[src/rtl/ysyx_25040111_wb_sched_pkg.sv]
`default_nettype none
// ============================================================================
// Module   : ysyx_25040111_wb_sched_pkg
// Brief    : Shared constants for the write-back scheduler slice
//            (register-index width, default data width, source encoding).
// Revision : 1.0 - initial release
// ============================================================================
package ysyx_25040111_wb_sched_pkg;

  // Width of an architectural register index (x0..x31)
  localparam int REG_W = 5;

  // Default result / register-file data width
  localparam int XLEN_DEF = 32;

  // Write-back source encoding, also used as the round-robin history value
  localparam logic WB_SRC_EXU = 1'b0;
  localparam logic WB_SRC_LSU = 1'b1;

endpackage
`default_nettype wire

[src/rtl/ysyx_25040111_wb_buf.sv]
`default_nettype none
// ============================================================================
// Module   : ysyx_25040111_wb_buf
// Brief    : One-entry holding register (valid/rd/data) for a single
//            write-back source. Accepts a new result whenever empty or when
//            the held entry is being written this cycle, unless blocked.
// Revision : 1.0 - initial release
// ============================================================================
module ysyx_25040111_wb_buf
  import ysyx_25040111_wb_sched_pkg::*;
#(
  parameter int XLEN = XLEN_DEF
) (
  input  logic             clock,
  input  logic             reset,
  input  logic             in_valid_i,
  output logic             in_ready_o,
  input  logic [REG_W-1:0] in_rd_i,
  input  logic [XLEN-1:0]  in_data_i,
  input  logic             block_i,
  input  logic             grant_i,
  output logic             valid_o,
  output logic [REG_W-1:0] rd_o,
  output logic [XLEN-1:0]  data_o
);

  logic             valid_q;
  logic [REG_W-1:0] rd_q;
  logic [XLEN-1:0]  data_q;
  logic             w_accept;

  // A granted entry leaves this cycle, so its slot can be refilled at once.
  assign in_ready_o = (!valid_q || grant_i) && !block_i;
  assign w_accept   = in_valid_i && in_ready_o;

  assign valid_o = valid_q;
  assign rd_o    = rd_q;
  assign data_o  = data_q;

  // Load on handshake (overwriting a granted entry), otherwise drain on grant.
  always_ff @(posedge clock) begin
    if (reset) begin
      valid_q <= 1'b0;
      rd_q    <= '0;
      data_q  <= '0;
    end else if (w_accept) begin
      valid_q <= 1'b1;
      rd_q    <= in_rd_i;
      data_q  <= in_data_i;
    end else if (grant_i) begin
      valid_q <= 1'b0;
    end
  end

endmodule
`default_nettype wire

[src/rtl/ysyx_25040111_wb_sched.sv]
`default_nettype none
// ============================================================================
// Module   : ysyx_25040111_wb_sched
// Brief    : Write-back scheduler. Buffers one EXU and one LSU result,
//            grants the single register-file write port round-robin, tracks
//            outstanding loads in a scoreboard for decode hazards, and
//            counts retired write-backs.
// Revision : 1.0 - initial release
// ============================================================================
module ysyx_25040111_wb_sched
  import ysyx_25040111_wb_sched_pkg::*;
#(
  parameter int XLEN  = XLEN_DEF,
  parameter int NREG  = 32,
  parameter int CNT_W = 32
) (
  input  logic             clock,
  input  logic             reset,
  input  logic             exu_valid,
  output logic             exu_ready,
  input  logic [REG_W-1:0] exu_rd,
  input  logic [XLEN-1:0]  exu_data,
  input  logic             lsu_valid,
  output logic             lsu_ready,
  input  logic [REG_W-1:0] lsu_rd,
  input  logic [XLEN-1:0]  lsu_data,
  input  logic             ld_issue,
  input  logic [REG_W-1:0] ld_rd,
  input  logic [REG_W-1:0] chk_rs1,
  input  logic [REG_W-1:0] chk_rs2,
  input  logic [REG_W-1:0] chk_rd,
  output logic             hz_stall,
  output logic             rf_wen,
  output logic [REG_W-1:0] rf_waddr,
  output logic [XLEN-1:0]  rf_wdata,
  output logic             retire,
  output logic [CNT_W-1:0] retire_cnt
);

  logic [NREG-1:0]  busy_q, busy_d;
  logic             last_grant_q;
  logic [CNT_W-1:0] retire_cnt_q;

  logic             w_exu_waw;
  logic             w_ebuf_valid, w_lbuf_valid;
  logic [REG_W-1:0] w_ebuf_rd, w_lbuf_rd;
  logic [XLEN-1:0]  w_ebuf_data, w_lbuf_data;
  logic             w_grant_exu, w_grant_lsu, w_grant_any;

  // EXU may not overwrite a register whose load result is still outstanding.
  assign w_exu_waw = busy_q[exu_rd] && (exu_rd != '0);

  ysyx_25040111_wb_buf #(.XLEN(XLEN)) u_exu_buf (
    .clock      (clock),
    .reset      (reset),
    .in_valid_i (exu_valid),
    .in_ready_o (exu_ready),
    .in_rd_i    (exu_rd),
    .in_data_i  (exu_data),
    .block_i    (w_exu_waw),
    .grant_i    (w_grant_exu),
    .valid_o    (w_ebuf_valid),
    .rd_o       (w_ebuf_rd),
    .data_o     (w_ebuf_data)
  );

  ysyx_25040111_wb_buf #(.XLEN(XLEN)) u_lsu_buf (
    .clock      (clock),
    .reset      (reset),
    .in_valid_i (lsu_valid),
    .in_ready_o (lsu_ready),
    .in_rd_i    (lsu_rd),
    .in_data_i  (lsu_data),
    .block_i    (1'b0),
    .grant_i    (w_grant_lsu),
    .valid_o    (w_lbuf_valid),
    .rd_o       (w_lbuf_rd),
    .data_o     (w_lbuf_data)
  );

  // Round-robin: a lone valid buffer wins; on a tie the source not served last wins.
  always_comb begin
    w_grant_exu = w_ebuf_valid && (!w_lbuf_valid || (last_grant_q == WB_SRC_LSU));
    w_grant_lsu = w_lbuf_valid && !w_grant_exu;
    w_grant_any = w_grant_exu || w_grant_lsu;
  end

  // Register-file write port driven straight from the granted buffer.
  always_comb begin
    rf_wen   = 1'b0;
    rf_waddr = '0;
    rf_wdata = '0;
    if (w_grant_exu) begin
      rf_wen   = (w_ebuf_rd != '0);
      rf_waddr = w_ebuf_rd;
      rf_wdata = w_ebuf_data;
    end else if (w_grant_lsu) begin
      rf_wen   = (w_lbuf_rd != '0);
      rf_waddr = w_lbuf_rd;
      rf_wdata = w_lbuf_data;
    end
  end

  assign retire     = w_grant_any;
  assign retire_cnt = retire_cnt_q;

  // Decode stalls on any operand whose load is outstanding; no same-cycle bypass.
  assign hz_stall = (busy_q[chk_rs1] && (chk_rs1 != '0)) ||
                    (busy_q[chk_rs2] && (chk_rs2 != '0)) ||
                    (busy_q[chk_rd]  && (chk_rd  != '0));

  // Scoreboard next state: clear on LSU write, then a new load to the same reg re-sets it.
  always_comb begin
    busy_d = busy_q;
    if (w_grant_lsu) begin
      busy_d[w_lbuf_rd] = 1'b0;
    end
    if (ld_issue && (ld_rd != '0)) begin
      busy_d[ld_rd] = 1'b1;
    end
    busy_d[0] = 1'b0;
  end

  // Scoreboard, round-robin history and retire counter state.
  always_ff @(posedge clock) begin
    if (reset) begin
      busy_q       <= '0;
      last_grant_q <= WB_SRC_LSU;
      retire_cnt_q <= '0;
    end else begin
      busy_q <= busy_d;
      if (w_grant_any) begin
        last_grant_q <= w_grant_lsu ? WB_SRC_LSU : WB_SRC_EXU;
        retire_cnt_q <= retire_cnt_q + CNT_W'(1);
      end
    end
  end

endmodule
`default_nettype wire

[config.mk]
export PLATFORM = sky130hd
export DESIGN_NAME = ysyx_25040111_wb_sched
export DESIGN_NICKNAME = d
export VERILOG_FILES = /design/src/rtl/ysyx_25040111_wb_sched_pkg.sv /design/src/rtl/ysyx_25040111_wb_buf.sv /design/src/rtl/ysyx_25040111_wb_sched.sv
export SDC_FILE = /design/constraint.sdc
export NUM_CORES = 1
export LEC_CHECK = 0
export ABC_AREA = 1
export CORE_MARGIN = 2
export CORE_UTILIZATION = 54
export DETAILED_ROUTE_END_ITERATION = 16
export PLACE_DENSITY = 0.95
export SYNTH_ARGS = -nofsm -noshare
export SYNTH_HDL_FRONTEND = slang
export SYNTH_SLANG_ARGS = --single-unit
[constraint.sdc]
create_clock -name clock -period 3.34 [get_ports clock]
set_input_delay 0.501 -clock clock [delete_from_list [all_inputs] [get_ports clock]]
set_output_delay 0.501 -clock clock [all_outputs]
set_load 0.01 [all_outputs]
[Word-level counts from Yosys, hierarchy flattened]
Cells that the tools add are included.
Widths: inputs -> output; s select.
Operators by class
  $lt $le $gt $ge: 8
  bitwise gates (word level): 3
  muxes and demuxes: 25
  add/subtract/negate cells: 1
  reductions and logical operators: 31
Operator list (number)
  $mux 32: 4
  $lt 5x6->1 const B: 6
  $reduce_bool 5->1: 7
  $add 32x1->32 const B: 1
  $and 32x32->32: 1
  $not 32->32: 1
  $or 32x32->32: 1
  $bmux 1 s5: 4
  $mux 1: 13
  $logic_and 1x1->1: 12
  $demux 1 s5: 2
  $ge 5x1->1 const B: 2
  $mux 5: 2
  $logic_or 1x1->1: 6
  $logic_not 1->1: 4
  $reduce_bool 2->1: 2
Storage, ports and cells
  input port bits: 99
  output and inout port bits: 74
  word-level logic and storage cells: 78
  register bits after elaboration: 141

[Longest topological paths before layout]
  depth after elaboration: 9
  depth in mapped cells: 17
  mapped depth without buffers: 14

[Cells and area by module]
A second synthesis with hierarchy kept.
Unflattened totals
  cell total of the unflattened synthesis: 1460
  area, all modules: 8739.6 µm²
By module, submodules not included
  ysyx_25040111_wb_sched: cells an instance 808, area each 4765.8 µm², sequential area each 1281.2 µm², instances 1
  ysyx_25040111_wb_buf: cells an instance 326, area each 1986.9 µm², sequential area each 760.7 µm², instances 2

[Worst setup path before layout]
Ideal clock, no wire load.
  path kind: input to output
  start point: in chk_rs2[0]
  end point: out hz_stall
  required time: 2.839 ns
  path slack: 1.274 ns
  arrival time: 1.565 ns
  buffers on the path: 2
  stages on the path: 8
  path through: clkbuf_1 > clkbuf_1 > nand2_1 > o211ai_1 > o2111ai_1 > nand3_1 > nand2_1 > nand3b_1
Between the ends
  longest elaborated chain between the ends: 5
  elaborated cells on any way between the ends: 6
  classes of those cells: 2 x mux; 4 x reduce/logical
Ends and longest elaborated chain
  start: declaration: line ysyx_25040111_wb_sched.sv:30  | input logic [REG_W-1:0] chk_rs2,
  $bmux 1 s5: line ysyx_25040111_wb_sched.sv:109  | (busy_q[chk_rs2] && (chk_rs2 != '0)) ||
  $mux 1 (implied by the code): line ysyx_25040111_wb_sched.sv:109
  $logic_and 1x1->1 (*): line ysyx_25040111_wb_sched.sv:109
  $logic_or 1x1->1 (*): line ysyx_25040111_wb_sched.sv:108  | assign hz_stall = (busy_q[chk_rs1] && (chk_rs1 != '0)) ||
  $logic_or 1x1->1 (*): line ysyx_25040111_wb_sched.sv:109
  end: declaration: line ysyx_25040111_wb_sched.sv:32  | output logic hz_stall,
Mark *: on every way between the ends. The rest lies on a longest branch, timed or not. The select of a mux whose other input is x is not followed.

[Worst setup path in the final report]
  start point: reg u_lsu_buf.valid_q, in the netlist u_lsu_buf.valid_o
  end point: out rf_wdata[29]
Between the ends
  longest elaborated chain between the ends: 7
Ends and longest elaborated chain
  start: declaration: line ysyx_25040111_wb_buf.sv:27  | logic valid_q;
  start signal: assignment: line ysyx_25040111_wb_buf.sv:43  | valid_q <= 1'b0;
  start signal: assignment: line ysyx_25040111_wb_buf.sv:47  | valid_q <= 1'b1;
  start signal: assignment: line ysyx_25040111_wb_buf.sv:51  | valid_q <= 1'b0;
  $logic_not 1->1: line ysyx_25040111_wb_sched.sv:83  | w_grant_exu = w_ebuf_valid && (!w_lbuf_valid || (last_grant_q == WB_SRC_LSU));
  $logic_or 1x1->1: line ysyx_25040111_wb_sched.sv:83
  $logic_and 1x1->1: line ysyx_25040111_wb_sched.sv:83
  $logic_not 1->1: line ysyx_25040111_wb_sched.sv:84  | w_grant_lsu = w_lbuf_valid && !w_grant_exu;
  $logic_and 1x1->1: line ysyx_25040111_wb_sched.sv:84
  $mux 32: line ysyx_25040111_wb_sched.sv:97  | end else if (w_grant_lsu) begin
  $mux 32 (*): line ysyx_25040111_wb_sched.sv:93  | if (w_grant_exu) begin
  end: declaration: line ysyx_25040111_wb_sched.sv:35  | output logic [XLEN-1:0] rf_wdata,
Mark *: on every way between the ends. The rest lies on a longest branch, timed or not.

==> impl_metrics.prom <==
# TYPE chip_impl_metric gauge
chip_impl_info{name="outcome",value="finished, final reports clean"} 1
chip_impl_info{name="cp-start-kind",value="flop"} 1
chip_impl_metric{name="clock-skew-final",unit="ps"} 11.1
chip_impl_metric{name="timing.critical_path.fanout_max",unit=""} 13
chip_impl_metric{name="cts_buffers",unit=""} 17
chip_impl_metric{name="slew-limit-headroom",unit="%"} 32.6
chip_impl_metric{name="final_min_period_over_clock_period",unit="%"} 94.4
chip_impl_metric{name="post_layout_nets",unit=""} 1407
chip_impl_metric{name="postSynthCellCount",unit=""} 1150
chip_impl_metric{name="start_util",unit="%"} 55.1
chip_impl_metric{name="finalWirelength",unit="mm"} 23.3
chip_impl_metric{name="clk_path_buf_depth",unit=""} 2
chip_impl_metric{name="post_cts.repair.setup_buffers",unit=""} 0
chip_impl_metric{name="post_route_antenna_net_violation_count",unit=""} 0
chip_impl_metric{name="timing.fmax",unit="MHz"} 317
chip_impl_metric{name="yosysTopAreaCellShare",unit="%"} 38.7
chip_impl_info{name="largest_cells_by_area_after_synthesis",value="sky130_fd_sc_hd__dfxtp_1 (39%), sky130_fd_sc_hd__nand2_1 (14%), sky130_fd_sc_hd__o21ai_0 (11%), sky130_fd_sc_hd__nor2_1 (9.6%), sky130_fd_sc_hd__inv_1 (6.3%)"} 1
chip_impl_metric{name="worst_r2r_path_depth",unit=""} 10
chip_impl_info{name="global_route.peak_usage_layer",value="met2"} 1
chip_impl_metric{name="clock_insertion_delay_worst_skew",unit="ps"} 430
chip_impl_metric{name="timing.critical_path.arrival",unit="ps"} 2650
chip_impl_info{name="synth_top_flop_cell",value="sky130_fd_sc_hd__dfxtp_1"} 1
chip_impl_metric{name="area_growth",unit="%"} 33.2
chip_impl_metric{name="min_path_cells",unit=""} 2
chip_impl_metric{name="n_antenna_cell",unit=""} 0
chip_impl_metric{name="internal_power_summed_over_all_cells",unit="W"} 0.00321
chip_impl_metric{name="synthArstFlopShare",unit="%"} 0
chip_impl_metric{name="switching_power",unit="W"} 0.00112
chip_impl_info{name="crit_start",value="u_lsu_buf.valid_o$_SDFFE_PP0P_"} 1
chip_impl_metric{name="ioPinCount",unit=""} 173
chip_impl_metric{name="drive_gt1_share",unit="%"} 3.95
chip_impl_info{name="critPathSlowestCell",value="sky130_fd_sc_hd__clkdlybuf4s50_1"} 1
chip_impl_metric{name="reg2reg_slack",unit="ps"} 1100
chip_impl_info{name="end_kind",value="primary output"} 1
chip_impl_metric{name="synth-warning-count",unit=""} 0
chip_impl_metric{name="tightestPinTransition",unit="ps"} 1000
chip_impl_metric{name="switching_share",unit="%"} 25.8
chip_impl_metric{name="drt_drc_violations_left",unit=""} 0
chip_impl_info{name="clk_root_buffer_cell",value="sky130_fd_sc_hd__clkbuf_16"} 1
chip_impl_metric{name="synth.lib_cells_used.distinct",unit=""} 33
chip_impl_metric{name="dpl_worst_slack",unit="ps"} 257
chip_impl_metric{name="grt_antenna_before_repair",unit=""} 0
chip_impl_metric{name="nFillCells",unit=""} 1049
chip_impl_info{name="worst_r2r_startpoint",value="retire_cnt[1]$_SDFFE_PP0P_"} 1
chip_impl_metric{name="irDropWorstVdd",unit="mV"} 0.347
chip_impl_info{name="timing.hold.worst_endpoint",value="u_lsu_buf.data_o[4]$_SDFFE_PP0P_"} 1
chip_impl_metric{name="setup_slack",unit="ps"} 188
chip_impl_metric{name="die_area",unit="mm2"} 0.0143
chip_impl_metric{name="gp_congestion",unit=""} 1.01
chip_impl_info{name="hp-class",value="flop to flop"} 1
chip_impl_metric{name="portion_of_total_power_attributed_to_the_clock_network",unit="%"} 42.3
chip_impl_metric{name="mappedNetlistNets",unit=""} 1250
chip_impl_metric{name="slew_viol_final",unit=""} 0
chip_impl_metric{name="cts.sink_count",unit=""} 140
chip_impl_metric{name="die_height",unit="um"} 120
chip_impl_metric{name="max_cap_viol_count",unit=""} 0
chip_impl_metric{name="worst_path_largest_cell_delay",unit="ps"} 600
chip_impl_info{name="reg2reg_to",value="retire_cnt[30]$_SDFFE_PP0P_"} 1
chip_impl_metric{name="core_area",unit="mm2"} 0.0131
chip_impl_metric{name="timing.final.crit_period",unit="ps"} 3150
chip_impl_metric{name="htreeDepth",unit=""} 4
chip_impl_metric{name="post_cts_resize_count",unit=""} 0
chip_impl_metric{name="power_per_cell_area",unit="mW/mm2"} 449
chip_impl_metric{name="leakagePower",unit="nW"} 3.89
chip_impl_metric{name="edff_count_synth",unit=""} 0
chip_impl_metric{name="grt_util_met3",unit="%"} 9.74
chip_impl_metric{name="setup_viol_count_final",unit=""} 0
chip_impl_metric{name="drt_iter0_markers",unit=""} 844
chip_impl_metric{name="dieWidth",unit="um"} 120
chip_impl_metric{name="grt_max_degree",unit=""} 71
chip_impl_metric{name="globalRouteTotalUtil",unit="%"} 32.2
chip_impl_metric{name="share_seq_of_total_power",unit="%"} 41.8
chip_impl_metric{name="fin_util",unit="%"} 73.3
chip_impl_metric{name="wl_per_cell",unit="um"} 15.6
chip_impl_metric{name="use_met2",unit="%"} 51.6
chip_impl_metric{name="first_pass_iters",unit=""} 7
chip_impl_metric{name="grt_pass1_vias",unit=""} 7710
chip_impl_metric{name="gr-usage-met1",unit="%"} 39.1
chip_impl_metric{name="row_count",unit=""} 42
chip_impl_info{name="cts_tree",value="yes"} 1
chip_impl_info{name="critical_path_class",value="flop to primary output"} 1
chip_impl_metric{name="dp_hpwl",unit="mm"} 15.9
chip_impl_metric{name="syn-cell-area",unit="mm2"} 0.00724
chip_impl_metric{name="wire_length_of_the_first_global_routing_pass",unit="mm"} 37.1
chip_impl_info{name="cp_cell_sequence",value="nand2_1 > nand2_1 > inv_1 > nor2_2 > buf_4 > nand2_1 > o21ai_0 > clkdlybuf4s50_1"} 1
chip_impl_metric{name="comb_power_share",unit="%"} 15.9
chip_impl_metric{name="seq_total_area_yosys",unit="%"} 38.7
chip_impl_metric{name="num_vias",unit=""} 8369
chip_impl_metric{name="buffer_ports.inserted",unit=""} 172
chip_impl_metric{name="synth.ff_latch_count",unit=""} 140
chip_impl_metric{name="vias_per_cell",unit=""} 5.61
chip_impl_info{name="synth_largest_area_cell",value="sky130_fd_sc_hd__dfxtp_1"} 1
chip_impl_info{name="worstHoldStart",value="u_lsu_buf.data_o[4]$_SDFFE_PP0P_"} 1
chip_impl_metric{name="post_cts_hold_buffer_count",unit=""} 0
chip_impl_metric{name="hold_violations",unit=""} 0
chip_impl_info{name="critical-path-top-cell-by-count",value="sky130_fd_sc_hd__nand2_1"} 1
chip_impl_metric{name="cts.clk_slew.worst_paths",unit="ps"} 60
chip_impl_metric{name="fin_setup_tns",unit="ps"} 0
chip_impl_metric{name="cp.required",unit="ps"} 2840
chip_impl_metric{name="syn_avg_cell_area",unit="um2"} 6.29
chip_impl_metric{name="gr-total-overflow",unit=""} 0
chip_impl_info{name="grt_setup_unrepaired",value="false"} 1
## power by group through the flow
stage,logic (W),clock network (W),registers [W]
4_1_cts,0.000677,0.00183,0.00180
5_1_grt,0.000756,0.00190,0.00181
3_5_place_dp,0.000666,0,0.00184
3_3_place_gp,0.000653,0,0.00183
2_1_floorplan,0.000381,0,0.00183
6_report,0.000686,0.00183,0.00181
## worst max-delay path: cells and delay by family, from the launching register on
family	cells	cell delay, ps
flip-flops	1	390
buffers and inverters	3	970
AND/OR/NAND/NOR	4	730
AO/OA/AOI/OAI	1	130
## layout by cell type (no fill, tap or decap), types with 17 or more instances in the layout
cell and count:
sky130_fd_sc_hd__dfxtp_1 140, sky130_fd_sc_hd__nand2_1 269, sky130_fd_sc_hd__clkbuf_16 17, sky130_fd_sc_hd__inv_1 120, sky130_fd_sc_hd__clkdlybuf4s50_1 172, sky130_fd_sc_hd__nor2_1 185, sky130_fd_sc_hd__a21oi_1 90, sky130_fd_sc_hd__o21ai_0 162
sky130_fd_sc_hd__nand3_1 47, sky130_fd_sc_hd__nor3_1 32
## how the worst max path moves through the flow
stage                     slack (ps)      endpoint
after floorplan                 1270      hz_stall
after global placement           260      hz_stall
after detailed placement         260      hz_stall
after CTS                        250  rf_wdata[12]
after global routing               3      hz_stall
final                            190  rf_wdata[29]
## cell usage after synthesis (3+ instances only)
cell,instances
sky130_fd_sc_hd__o211ai_1,6
sky130_fd_sc_hd__clkbuf_1,31
sky130_fd_sc_hd__buf_6,6
sky130_fd_sc_hd__nand4_1,11
sky130_fd_sc_hd__nor4_1,3
sky130_fd_sc_hd__inv_1,121
sky130_fd_sc_hd__xor2_1,3
sky130_fd_sc_hd__o21ai_0,162
sky130_fd_sc_hd__nand3_1,47
sky130_fd_sc_hd__nor2_2,4
sky130_fd_sc_hd__dfxtp_1,140
sky130_fd_sc_hd__buf_4,4
sky130_fd_sc_hd__nor2_1,186
sky130_fd_sc_hd__buf_2,7
sky130_fd_sc_hd__a21oi_1,90
sky130_fd_sc_hd__nor3_1,32
sky130_fd_sc_hd__o22ai_1,7
sky130_fd_sc_hd__nand2_1,269
## through the flow
stage	hold WS [ps]	instances	total power (W)	cell area, um2
6_report	485	1493	0.00432	9640
5_1_grt	512	1493	0.00447	9640
4_1_cts	483	1493	0.00431	9640
3_5_place_dp	472	1464	0.00251	9070
3_3_place_gp	458	1464	0.00249	9070
2_1_floorplan	450	1150	0.00221	7240
## cell families (layout without fill, tap and decap cells)
| logic type | after synthesis | after routing | synth area share [%] |
|---|---|---|---|
| xor gates and xnor gates | 4 | 4 | 0.484 |
| AOI/OAI and AO/OA | 273 | 273 | 19.4 |
| adders and majority gates | 1 | 1 | 0.173 |
| DFF | 140 | 140 | 38.7 |
| and+or+nand+nor | 556 | 556 | 31.1 |
| buffers and inverters | 176 | 343 | 10.1 |
## sequential cells by signal, summed over array words and instances, names as in the netlist, 5 cells and up
register / cells
retire_cnt: 32
u_exu_buf.data_o: 32
u_lsu_buf.data_o: 32
busy_q: 31
u_exu_buf.rd_o: 5
u_lsu_buf.rd_o: 5
## layout make-up
cell class / count / area (um2) / share of cell area, %
multi-input cells: 834 / 3700 / 38.4
flip-flops and latches: 140 / 2800 / 29.1
repair buffers: 188 / 1870 / 19.4
clock buffers: 23 / 478 / 4.96
inverters: 126 / 475 / 4.93
well taps: 176 / 220 / 2.29
clock inverters: 6 / 88.8 / 0.922
## layer usage
layer	wire (um)	part of all wire (%)
met1	9340	40
met2	10600	45
met3	2320	10
met4	1090	4.7
met5	0	0
Power figures use the tool's default switching activity.
